$ cat src/rtl/log_fp_mul_serial.sv
// Byte-serial Mitchell-logarithmic floating-point multiplier.
// Operands arrive LSB byte first on two 8-bit lanes. The product is formed by
// adding the {exp,man} bit patterns and removing one bias. The result is
// streamed back LSB byte first with valid/ready handshaking and exception flags.
module log_fp_mul_serial #(
  parameter int EXP_W = 5,
  parameter int MAN_W = 10,
  parameter int BIAS  = 2**(EXP_W-1)-1
) (
  input  logic       clk,
  input  logic       rst_n,
  input  logic       ena,
  input  logic       in_valid,
  output logic       in_ready,
  input  logic [7:0] a_byte,
  input  logic [7:0] b_byte,
  output logic       out_valid,
  input  logic       out_ready,
  output logic [7:0] out_byte,
  output logic       out_last,
  output logic [2:0] out_flags
);
  localparam int W      = 1 + EXP_W + MAN_W;
  localparam int NBYTES = W / 8;
  localparam int CW     = (NBYTES > 1) ? $clog2(NBYTES) : 1;
  localparam int RW     = EXP_W + MAN_W + 2;

  localparam logic [CW-1:0]        LAST_IDX = CW'(NBYTES - 1);
  localparam logic signed [RW-1:0] BIAS_SH  = RW'(BIAS) << MAN_W;
  localparam logic signed [RW-1:0] OVF_TH   = RW'((2**EXP_W) - 1) << MAN_W;
  localparam logic signed [RW-1:0] UNF_TH   = RW'(1) << MAN_W;
  localparam logic [MAN_W-1:0]     QNAN_M   = MAN_W'(1) << (MAN_W - 1);

  typedef enum logic [1:0] {S_LOAD, S_CALC, S_SEND} state_t;

  state_t          r_state;
  logic [CW-1:0]   r_cnt;
  logic [W-1:0]    r_a, r_b, r_res;
  logic [2:0]      r_flags;
  logic [7:0]      r_out_byte;
  logic            r_out_valid, r_out_last, r_in_ready;

  logic [EXP_W-1:0]       w_ea, w_eb;
  logic [MAN_W-1:0]       w_ma, w_mb;
  logic                   w_s;
  logic                   w_a_nan, w_b_nan, w_a_inf, w_b_inf, w_a_zero, w_b_zero;
  logic signed [RW-1:0]   w_r;
  logic [W-1:0]           w_res;
  logic [2:0]             w_flags;
  logic [W-1:0]           w_next_sh;

  assign w_ea = r_a[W-2:MAN_W];
  assign w_eb = r_b[W-2:MAN_W];
  assign w_ma = r_a[MAN_W-1:0];
  assign w_mb = r_b[MAN_W-1:0];
  assign w_s  = r_a[W-1] ^ r_b[W-1];

  assign w_a_nan  = (&w_ea) & (|w_ma);
  assign w_b_nan  = (&w_eb) & (|w_mb);
  assign w_a_inf  = (&w_ea) & ~(|w_ma);
  assign w_b_inf  = (&w_eb) & ~(|w_mb);
  assign w_a_zero = ~(|w_ea);
  assign w_b_zero = ~(|w_eb);

  // Log-domain product; the mantissa carry ripples into the exponent naturally
  assign w_r = $signed({2'b00, r_a[W-2:0]}) + $signed({2'b00, r_b[W-2:0]}) - BIAS_SH;

  // Special cases in priority order, then range-check the pattern sum
  always_comb begin
    w_res   = '0;
    w_flags = 3'b000;
    if (w_a_nan || w_b_nan || (w_a_inf && w_b_zero) || (w_b_inf && w_a_zero)) begin
      w_res   = {w_s, {EXP_W{1'b1}}, QNAN_M};
      w_flags = 3'b100;
    end else if (w_a_inf || w_b_inf) begin
      w_res = {w_s, {EXP_W{1'b1}}, {MAN_W{1'b0}}};
    end else if (w_a_zero || w_b_zero) begin
      w_res = {w_s, {(W-1){1'b0}}};
    end else if (w_r >= OVF_TH) begin
      w_res   = {w_s, {EXP_W{1'b1}}, {MAN_W{1'b0}}};
      w_flags = 3'b010;
    end else if (w_r < UNF_TH) begin
      w_res   = {w_s, {(W-1){1'b0}}};
      w_flags = 3'b001;
    end else begin
      w_res = {w_s, w_r[W-2:0]};
    end
  end

  // Byte following the one currently presented
  assign w_next_sh = r_res >> (8 * (int'(r_cnt) + 1));

  // Load/compute/send sequencer; every register freezes while ena is low
  always_ff @(posedge clk or negedge rst_n) begin
    if (!rst_n) begin
      r_state     <= S_LOAD;
      r_cnt       <= '0;
      r_a         <= '0;
      r_b         <= '0;
      r_res       <= '0;
      r_flags     <= 3'b000;
      r_out_byte  <= 8'h00;
      r_out_valid <= 1'b0;
      r_out_last  <= 1'b0;
      r_in_ready  <= 1'b1;
    end else if (ena) begin
      case (r_state)
        S_LOAD: begin
          if (in_valid) begin
            r_a[r_cnt*8 +: 8] <= a_byte;
            r_b[r_cnt*8 +: 8] <= b_byte;
            if (r_cnt == LAST_IDX) begin
              r_cnt      <= '0;
              r_in_ready <= 1'b0;
              r_state    <= S_CALC;
            end else begin
              r_cnt <= r_cnt + 1'b1;
            end
          end
        end
        S_CALC: begin
          r_res       <= w_res;
          r_flags     <= w_flags;
          r_out_byte  <= w_res[7:0];
          r_out_valid <= 1'b1;
          r_out_last  <= (NBYTES == 1);
          r_cnt       <= '0;
          r_state     <= S_SEND;
        end
        S_SEND: begin
          if (out_ready) begin
            if (r_out_last) begin
              r_out_valid <= 1'b0;
              r_out_last  <= 1'b0;
              r_in_ready  <= 1'b1;
              r_cnt       <= '0;
              r_state     <= S_LOAD;
            end else begin
              r_out_byte <= w_next_sh[7:0];
              r_out_last <= (int'(r_cnt) + 2 == NBYTES);
              r_cnt      <= r_cnt + 1'b1;
            end
          end
        end
        default: r_state <= S_LOAD;
      endcase
    end
  end

  assign in_ready  = r_in_ready;
  assign out_valid = r_out_valid;
  assign out_byte  = r_out_byte;
  assign out_last  = r_out_last;
  assign out_flags = r_flags;

endmodule

$ cat config.mk
export PLATFORM = sky130hd
export DESIGN_NAME = log_fp_mul_serial
export DESIGN_NICKNAME = d
export VERILOG_FILES = /design/src/rtl/log_fp_mul_serial.sv
export SDC_FILE = /design/constraint.sdc
export NUM_CORES = 1
export LEC_CHECK = 0
export CAP_MARGIN = 20
export CELL_PAD_IN_SITES_DETAIL_PLACEMENT = 0
export CELL_PAD_IN_SITES_GLOBAL_PLACEMENT = 1
export CORE_AREA = 2 2 92 94
export CTS_CLUSTER_DIAMETER = 60
export DETAILED_ROUTE_END_ITERATION = 16
export DIE_AREA = 0 0 94 96
export GPL_TIMING_DRIVEN = 0
export PLACE_DENSITY_LB_ADDON = 0.2
export SYNTH_ARGS = -nofsm -noshare
export SYNTH_HDL_FRONTEND = slang
export SYNTH_SLANG_ARGS = --single-unit
$ cat constraint.sdc
create_clock -name clk -period 3.9 [get_ports clk]
set_input_delay 0.78 -clock clk [delete_from_list [all_inputs] [get_ports clk]]
set_output_delay 0.78 -clock clk [all_outputs]
set_load 0.1 [all_outputs]
==> metrics.md <==
| Metric | Value |
|---|---|
| Ys flop type | dfrtp_1 |
| Share of async-settable or async-resettable flops after synthesis | 1.00 |
| Final TNS setup | 0 ns |
| Grt ovf | 0 |
| Setup WS post-layout | around 0.67 ns |
| Die H | 96 um |
| Max Clock Skew | roughly 0.011 ns |
| Mapped Avg Cell Area | between 10 and 15 um2 |
| Period Utilization, post-route | 0.828 |
| Post-route antenna net violation count | 0 |
| IO Port Bufs | 33 |
| Hold Crit Class | input port to async pin |
| Dpl ws | roughly 0.64 ns |
| Worst-Skew Late Latency | roughly 0.34 ns |
| Core footprint | just over 0.008 mm2 |
| Flop2flop setup slack | between 0.6 and 0.7 ns |
| GRT Total Usage | 0.180 |
| Hold Vio Cnt, Final | 0 |
| Antenna violations before repair | 0 |
| DR pass1 iterations | 4 |
| Clock transition at path regs | around 0.070 ns |
| Yosys warns | 0 |
| Crit Path Class | flop to flop |
| Crit end category | flop |
| Status | complete, no violations |
| Synth top area cells | dfrtp_1, ha_1, mux2_2 |
| Largest net degree at the start of global routing | between 40 and 50 |
| EDFF count, synth | 0 |
| I/O Pins | 35 |
| # setup viols final | 0 |
| 1st-iter DRT viols | between 90 and 100 |
| Seq cells post-synth | between 50 and 60 |
| Final #Nets | about 450 |
| First-pass GRT wire length | around 12,000 um |
| CTS root buf | clkbuf_8 |
| H-tree depth | 3 |
| Worst Max-Slew Pin Slew | about 0.98 ns |
| # fillers | approximately 760 |
| Total Wirelength | between 7000 and 8000 um |
| Min cycle time layout | between 3 and 4 ns |
| Via density | approximately 5.3 |
| Worst Path Arrival | approximately 3.5 ns |
| Antenna Cells | 0 |
| Max-cap check violation count | 0 |
| Row count | 33 |
| Die X | between 90 and 100 um |
| CP required | approximately 4.1 ns |
| Crit start category | flop |
| Hpwl dp | around 6100 um |
| Yosys top cell by area | dfrtp_1 |
| Post-Syn Area | between 0.003 and 0.004 mm2 |
| Starting Density | 0.437 |
| Vias | ~2,700 |
| Achievable Freq | around 310 MHz |
| Routed length per instance | around 15 um |
| Sink Count | between 50 and 60 |
| Syn Inst Count | ~350 |
| Sequential cell area fraction in the yosys report | 0.405 |
| Slew Viols, Final | 0 |
| Post-synth top area share | 0.398 |
| Netlist cell types | 46 |
| Unrepaired setup endpoints after global routing | no |
| GPL Wtd Cong | between 0.8 and 0.9 |
| Hold WS | a little under 0.4 ns |
| Final cell utilization of the core | 0.525 |
| Layout cells sized above 1 | 0.147 |
| R2R depth | 12 |
| Setup Fix Bufs, Post-CTS | 0 |
| Post-CTS Hold Buffers | 0 |
| DRC Markers | 0 |
| Post-CTS Resized | 0 |
| Layout area overhead | 20.0% |
| Die ar. | between 0.009 and 0.01 mm2 |
| Vias in the first global route | between 2,000 and 3,000 |
| Worst Path Max Fanout | 10 |
| Net Count, Synth | 406 |
| Slew headroom | 0.344 |
| Clock buffer count from CTS | 9 |
| CTS tree | done |
| CTS Buffer Depth | 2 |
-- synth_stat cells (4+ instances only) --
cell	n
dfrtp_1	56
nand2_1	35
ha_1	33
mux2_2	32
a21oi_1	26
nor2_1	25
inv_1	19
o21ai_0	12
nand3_1	9
clkbuf_1	7
nand2b_1	7
o31ai_1	7
xnor2_1	6
xor2_1	6
a21o_1	5
a2bb2oi_1	5
nor2b_1	5
nor4_1	5
and3_1	4
o211ai_1	4
o21a_1	4
-- path summary, 6_finish.rpt --
kind | start | endpoint
worst max-delay path | r_b[1] | out_byte[3]
worst min-delay path | rst_n | r_a[14]
worst max register to register | r_b[1] | out_byte[3]
worst min register to register | out_byte[6] | out_byte[6]
max in group asynchronous | rst_n | in_ready
min in group clk | out_byte[6] | out_byte[6]
-- metal layers --
metal | routed length (um) | GRT usage
met1 | 3760 | 0.251
met2 | 3570 | 0.281
met3 | 214 | 0.0360
met4 | 89 | 0.0616
met5 | 0 | 0
-- layout by cell type (no fill, tap or decap), types with 7 or more instances in the layout --
master | netlist | routed
dfrtp_1 | 56 | 56
clkbuf_8 | 0 | 9
a21oi_1 | 26 | 26
nor2_1 | 25 | 25
o31ai_1 | 7 | 7
nand3_1 | 9 | 9
o21ai_0 | 12 | 12
inv_1 | 19 | 19
nand2b_1 | 7 | 7
clkdlybuf4s50_1 | 0 | 32
nand2_1 | 35 | 35
ha_1 | 33 | 33
mux2_2 | 32 | 32
clkbuf_1 | 7 | 7
-- logic make-up (layout without fill, tap and decap cells) --
| kind of cell | count (synthesis) | in the layout | share of synthesized area |
|---|---|---|---|
| and+or+nand+nor | 101 | 101 | 0.139 |
| AOI/OAI and AO/OA | 86 | 86 | 0.167 |
| DFF | 57 | 57 | 0.405 |
| adders and majority gates | 34 | 34 | 0.123 |
| muxes | 33 | 33 | 0.105 |
| buffers and inverters | 28 | 78 | 0.0306 |
| xor gates and xnor gates | 12 | 12 | 0.0299 |
-- stage by stage --
step,instance area [um2],cells
detailed placement,4000,490
CTS,4220,506
global placement,3980,489
global route,4220,506
floorplan,3520,351
finish,4220,506
-- layout make-up --
| class | count | area [um2] | area share |
|---|---|---|---|
| multi-input cells | 266 | 1990 | 0.470 |
| inverters | 19 | 71.3 | 0.0169 |
| clock inverters | 7 | 103 | 0.0243 |
| clock buffers | 9 | 124 | 0.0293 |
| repair buffers | 34 | 345 | 0.0818 |
| well taps | 105 | 131 | 0.0311 |
| flip-flops and latches | 57 | 1430 | 0.338 |
| plain buffers | 9 | 36.3 | 0.00859 |
-- critical path, cell delays in order, from the launching register on --
cell and delay (ns):
dfrtp_1 0.41, ha_1 0.29, ha_1 0.18, inv_1 0.06, fa_1 0.39, nand2b_1 0.18, a21oi_1 0.24, o21bai_1 0.16
a21o_1 0.23, a211oi_4 0.35, o21ai_2 0.11, nand3b_4 0.24, o31ai_1 0.29
-- registers in the layout, summed over array words and instances (netlist names) --
| name | count |
|---|---|
| in_ready | 1 |
| out_valid | 1 |
| out_last | 1 |
| r_cnt | 1 |
| r_a | 16 |
| r_state | 2 |
| r_b | 16 |
| r_res | 8 |
| out_flags | 3 |
| out_byte | 8 |
Power is left out: the tool's default activity adds up to more than one toggle a clock period on the data nets, which glitch-free logic cannot reach.
